**config.mk**
```make
export PLATFORM = sky130hd
export DESIGN_NAME = delay_timer_arbiter
export DESIGN_NICKNAME = d
export VERILOG_FILES = /design/src/rtl/delay_timer_arbiter.sv
export SDC_FILE = /design/constraint.sdc
export NUM_CORES = 1
export LEC_CHECK = 0
export BUFFER_PORTS_ARGS = -buffer_cell sky130_fd_sc_hd__buf_4
export CORE_MARGIN = 8
export CORE_UTILIZATION = 48
export CTS_CLUSTER_SIZE = 28
export DETAILED_ROUTE_END_ITERATION = 10
export GPL_TIMING_DRIVEN = 0
export MAX_ROUTING_LAYER = met4
export PLACE_DENSITY = 0.94
export RECOVER_POWER = 50
export SLEW_MARGIN = 20
export SYNTH_ARGS = -nofsm -noshare
export SYNTH_HDL_FRONTEND = slang
export SYNTH_SLANG_ARGS = --single-unit
```
**constraint.sdc**
```tcl
create_clock -name clk -period 3.3 [get_ports clk]
set_input_delay 0.33 -clock clk [delete_from_list [all_inputs] [get_ports clk]]
set_output_delay 0.33 -clock clk [all_outputs]
set_load 0.02 [all_outputs]
```
**src/rtl/delay_timer_arbiter.sv**
```systemverilog
// Round-robin arbiter that lends one shared up-counter to two requesters
// for programmable-length waits, pulsing the owner's done when the wait ends.
module delay_timer_arbiter #(
    parameter int WIDTH = 8
) (
    input  logic             clk,
    input  logic             rst,
    input  logic             req0,
    input  logic [WIDTH-1:0] len0,
    input  logic             req1,
    input  logic [WIDTH-1:0] len1,
    input  logic [WIDTH-1:0] cnt_value,
    output logic             cnt_load,
    output logic [WIDTH-1:0] cnt_data_in,
    output logic             cnt_en,
    output logic             gnt0,
    output logic             gnt1,
    output logic             done0,
    output logic             done1,
    output logic             busy,
    output logic [1:0]       state_o
);

    typedef enum logic [1:0] {
        IDLE  = 2'd0,
        LOAD  = 2'd1,
        COUNT = 2'd2,
        DONE  = 2'd3
    } state_t;

    state_t           state_q, state_d;
    logic             owner_q, owner_d;
    logic             last_owner_q, last_owner_d;
    logic [WIDTH-1:0] len_q, len_d;
    logic             winner;
    logic             at_len;

    // On a tie the requester that did not win last time is served.
    assign winner = (req0 && req1) ? ~last_owner_q : req1;
    assign at_len = (cnt_value == len_q);

    always_comb begin
        state_d      = state_q;
        owner_d      = owner_q;
        last_owner_d = last_owner_q;
        len_d        = len_q;
        case (state_q)
            IDLE: begin
                if (req0 || req1) begin
                    state_d      = LOAD;
                    owner_d      = winner;
                    last_owner_d = winner;
                    len_d        = winner ? len1 : len0;
                end
            end
            LOAD:  state_d = COUNT;
            COUNT: if (at_len) state_d = DONE;
            DONE:  state_d = IDLE;
            default: state_d = IDLE;
        endcase
    end

    always_ff @(posedge clk) begin
        if (rst) begin
            state_q      <= IDLE;
            owner_q      <= 1'b0;
            last_owner_q <= 1'b1;
            len_q        <= '0;
        end else begin
            state_q      <= state_d;
            owner_q      <= owner_d;
            last_owner_q <= last_owner_d;
            len_q        <= len_d;
        end
    end

    // cnt_en drops in the cycle the count matches, so the counter never wraps.
    assign busy        = (state_q != IDLE);
    assign cnt_load    = (state_q == LOAD);
    assign cnt_data_in = '0;
    assign cnt_en      = (state_q == COUNT) && !at_len;
    assign gnt0        = busy && !owner_q;
    assign gnt1        = busy && owner_q;
    assign done0       = (state_q == DONE) && !owner_q;
    assign done1       = (state_q == DONE) && owner_q;
    assign state_o     = state_q;

endmodule
```
Word-level counts from Yosys, hierarchy flattened:

Index checks and enable logic that the tools add are counted.

* flip-flop bits (word level): 12
* input bits: 28
* output and inout bits: 17
* logic and storage cells: 29

* equality and inequality tests: 6
* muxes and demuxes: 5
* bitwise logic cells: 1
* reduce and logical (&&, ||, !) cells: 13

Operators by type and width (number)
* 8-bit equality test: 1
* 8-bit 2-to-1 mux: 1
* 2-bit one-hot mux with 4 select lines: 1
* 1-bit logical AND: 6
* 2-bit equality test, second input constant: 2
* 2-bit 2-to-1 mux: 2
* 2-bit inequality test, second input constant: 2
* 2-bit AND reduction: 2
* 2-bit by 1-bit equality test with 1-bit output, second input constant: 1
* 1-bit logical NOT: 2
* 2-bit logical NOT: 1
* 2-bit nonzero test: 1
* 1-bit logical OR: 1
* 1-bit 2-to-1 mux: 1
* 1-bit NOT: 1

Depth between registers and ports, before layout:

* depth after elaboration: 3
* mapped depth: 7
* gate-level depth less buffers: 6

Worst setup path before layout:

OpenSTA, ideal clock, no wires.

* path kind: register -> register
* from: register state_q[0], in the netlist state_o[0]
* to: register len_q[3]
* arrival: 1407 ps
* required time: 3175 ps
* setup slack: 1768 ps
* cell stages (with the launch flop): 8
* path buffers: 1
* period minus slack after synthesis: 1532 ps
* cells stage by stage: dfxtp_1 -> inv_1 -> ha_1 -> inv_2 -> nor2_8 -> buf_12 -> nor2_2 -> a211oi_2

* word-level cells in the longest chain between the ends: 2

RTL lines
* from (decl): RTL line 31 `state_t state_q, state_d;`
* from (signal assigned): RTL line 70 `state_q <= state_d;`
* 2-bit logical NOT: RTL line 47 `case (state_q)`
* 2-bit AND reduction (no line)
* to (signal assigned): RTL line 73 `len_q <= len_d;`
* to (decl): RTL line 34 `logic [WIDTH-1:0] len_q, len_d;`

Every way passes these cells.
A chain may end at the register's enable or synchronous reset.

Worst setup path in the final report:

Same ends and word-level chain as after synthesis.

==> out/qor.txt <==
synthesis-stage register bit count - 12
slew of the pin with the lowest slew margin - 0.622 ns
Seq/Total Area, Yosys - 26.3%
DRT Pass-1 Iters - 3
WP buf/inv - 3
Port Buf Inserts - 36
HP Class - input pin to flip-flop
Combinational Power Share - 57.9%
Req. time, crit path - 3.50 ns
CTS tree - yes
layout cells sized above 1 - 44.5%
Die W - 59.7 µm
wire length per cell - 13.6 µm
critical path endpoint category - flip-flop
reported max-cap violation count - 0
Fin Setup TNS - 0 ns
synth cell count leaders - 12 x dfxtp_1, 9 x nor2_1
global-route wire length before repair - 3.48 mm
DRC - 0
PwrDens - 649 nW/µm²
Initial Util - 51.8%
switching power - 0.350 mW
post-synthesis cell type count - 31
post-cts sizing count - 0
Antenna diodes - 0
I/O Pins - 45
routability cong. - 0.735
Final Max Tran Viols - 0
Synth async-reset ratio - 0%
largest net degree at the start of global routing - 11
FMAX - 462 MHz
DR vias/cell - 4.79
worst-path cell chain - inv_1 > ha_1 > inv_1 > nor2_1 > clkbuf_1 > nor2_2 > a211oi_2
Yosys top cell by area - dfxtp_1
Worst Setup Start Kind - flip-flop
Mapped Cells - 91
Routed Antenna Nets - 0
Critical-path top delay cell - clkbuf_1
Avg Inst Size Synth - 10.1 µm²
Finished Core Util - 68.4%
Worst Path Arrival - 2.36 ns
Slew headroom - 58.6%
total grt overflow - 0
top-count cell post-synth - dfxtp_1
synthesis warning total - 0
Fin. Hold Viols - 0
worst setup margin - 1.14 ns
chip height - 59.7 µm
design area - 1210 µm²
Synth Flop Type - dfxtp_1
WL final - 2.20 mm
number of DRC markers in iteration 0 - 3
Reg clk slew, reported paths - 0.07 ns
CP top delay family - buffers and inverters
Worst Path Max Fanout - 10
clk buf depth - 2
clock power share - 11.5%
outcome - finished clean
vias in the first global route - 830
nets@finish - 171
Tcrit/Tclk final - 65.5%
Post-CTS Setup Bufs - 0
Synth Cell Area - 915 µm²
Switching Share - 44.7%
top post-synthesis cells by area - dfxtp_1 26%, a211oi_2 11%, mux2i_1 8.8%
die area - 3560 µm²
post-synth top area share - 26.3%
# rows - 15
CP peak stage delay - 0.54 ns
Core ar. - 1760 µm²
min cycle time layout - 2.16 ns
leakage - 0.578 nW
Crit Path Class - flip-flop to flip-flop
clock sinks - 12
Clock Skews - 0.00440 ns
area added between synthesis and finish - 31.9%
Root Buffer - clkbuf_4
Final setup violation count - 0
Most Frequent Cell on Critical Path - inv_1
sequential share of power - 30.6%
GRT Overall Usage - 13.1%
Vias - 776
initial antenna violation count - 0
dpl ws - 1.73 ns
RSZ-0062 raised after global routing - no
Hold-fix buffers, CTS - 0
Post-synth EDFFs - 0
Num CTS Buffers - 3
Pint - 0.433 mW
placed inst area - 1240 µm²
post-DP HPWL - 1.84 mm
VDD IR-drop max - 0.320 mV
clock insertion delay at the later pin of the skew report - 0.27 ns
# H-tree levels - 1
-- per-layer routing --
layer  vias up  part of all wire (%)  GRT usage (%)
met4         0                   1.5           8.16
li1        390                     -              -
met1       348                    41           12.9
met2        34                    49           22.2
met3         4                   7.4           3.85
met5         -                     0              -
-- cells by family after synthesis --
family / count (synthesis) / share of synthesized area, %
compound gates: 18 / 19.2
xor+xnor: 8 / 7.66
fa+ha+maj: 4 / 5.47
buf+inv: 15 / 12.2
flops: 12 / 26.3
mux: 8 / 8.76
other cells: 1 / 0.410
simple gates: 25 / 20.1
-- worst paths after layout --
| kind | start | end | slack [ns] | cells past startpoint |
|---|---|---|---|---|
| min | rst | state_o[0]$_SDFFE_PP0P_ | 0.33 | 3 |
| max reg2reg | state_o[0]$_SDFFE_PP0P_ | len_q[3]$_SDFFE_PP0P_ | 1.14 | 7 |
| max | state_o[0]$_SDFFE_PP0P_ | len_q[3]$_SDFFE_PP0P_ | 1.14 | 7 |
| min reg2reg | owner_q$_SDFFE_PP0P_ | owner_q$_SDFFE_PP0P_ | 0.52 | 2 |
-- registers in the layout (all words and copies together), names as in the netlist --
| signal | flops |
|---|---|
| len_q | 8 |
| state_o | 2 |
| last_owner_q | 1 |
| owner_q | 1 |
-- cell usage in the layout (no fill, tap or decap), types with 3 or more instances in the layout --
| cell | synthesis | final |
|---|---|---|
| buf_4 | 8 | 41 |
| dfxtp_1 | 12 | 12 |
| nor2_1 | 9 | 10 |
| xor2_1 | 8 | 8 |
| mux2i_1 | 8 | 8 |
| conb_1 | 1 | 8 |
| a211oi_2 | 8 | 5 |
| inv_1 | 3 | 4 |
| clkbuf_1 | 0 | 4 |
| ha_1 | 4 | 4 |
| a211oi_1 | 0 | 3 |
| clkbuf_4 | 0 | 3 |
-- final cells by class --
cell class,instances,area [µm²]
buffer,11,80.1
clock buffer,3,22.5
fill,167,558
inverter,4,15.0
multi-input combinational,71,558
sequential,12,240
tap,25,31.3
timing repair buffer,36,259
-- per-stage QoR --
step           hold slack (ns)  power, mW  std cells
2_1_floorplan            0.485      0.624         98
3_3_place_gp             0.506      0.743        159
3_5_place_dp             0.518      0.766        159
4_1_cts                  0.328      0.857        162
5_1_grt                  0.338      0.846        162
6_report                 0.330      0.783        162
-- power by group through the flow --
stage	clock [mW]	combinational (mW)	sequential (mW)
global route	0.102	0.497	0.247
floorplan	0	0.377	0.247
global placement	0	0.504	0.239
detailed placement	0	0.523	0.243
CTS	0.0929	0.524	0.240
finish	0.0902	0.454	0.240
-- tightest hold or removal path, delay by kind of cell --
kind	cells	cell delay (ns)
buffers and inverters	1	0.10
AO/OA/AOI/OAI	2	0.13
No activity file was read; power rests on OpenSTA's default activity.
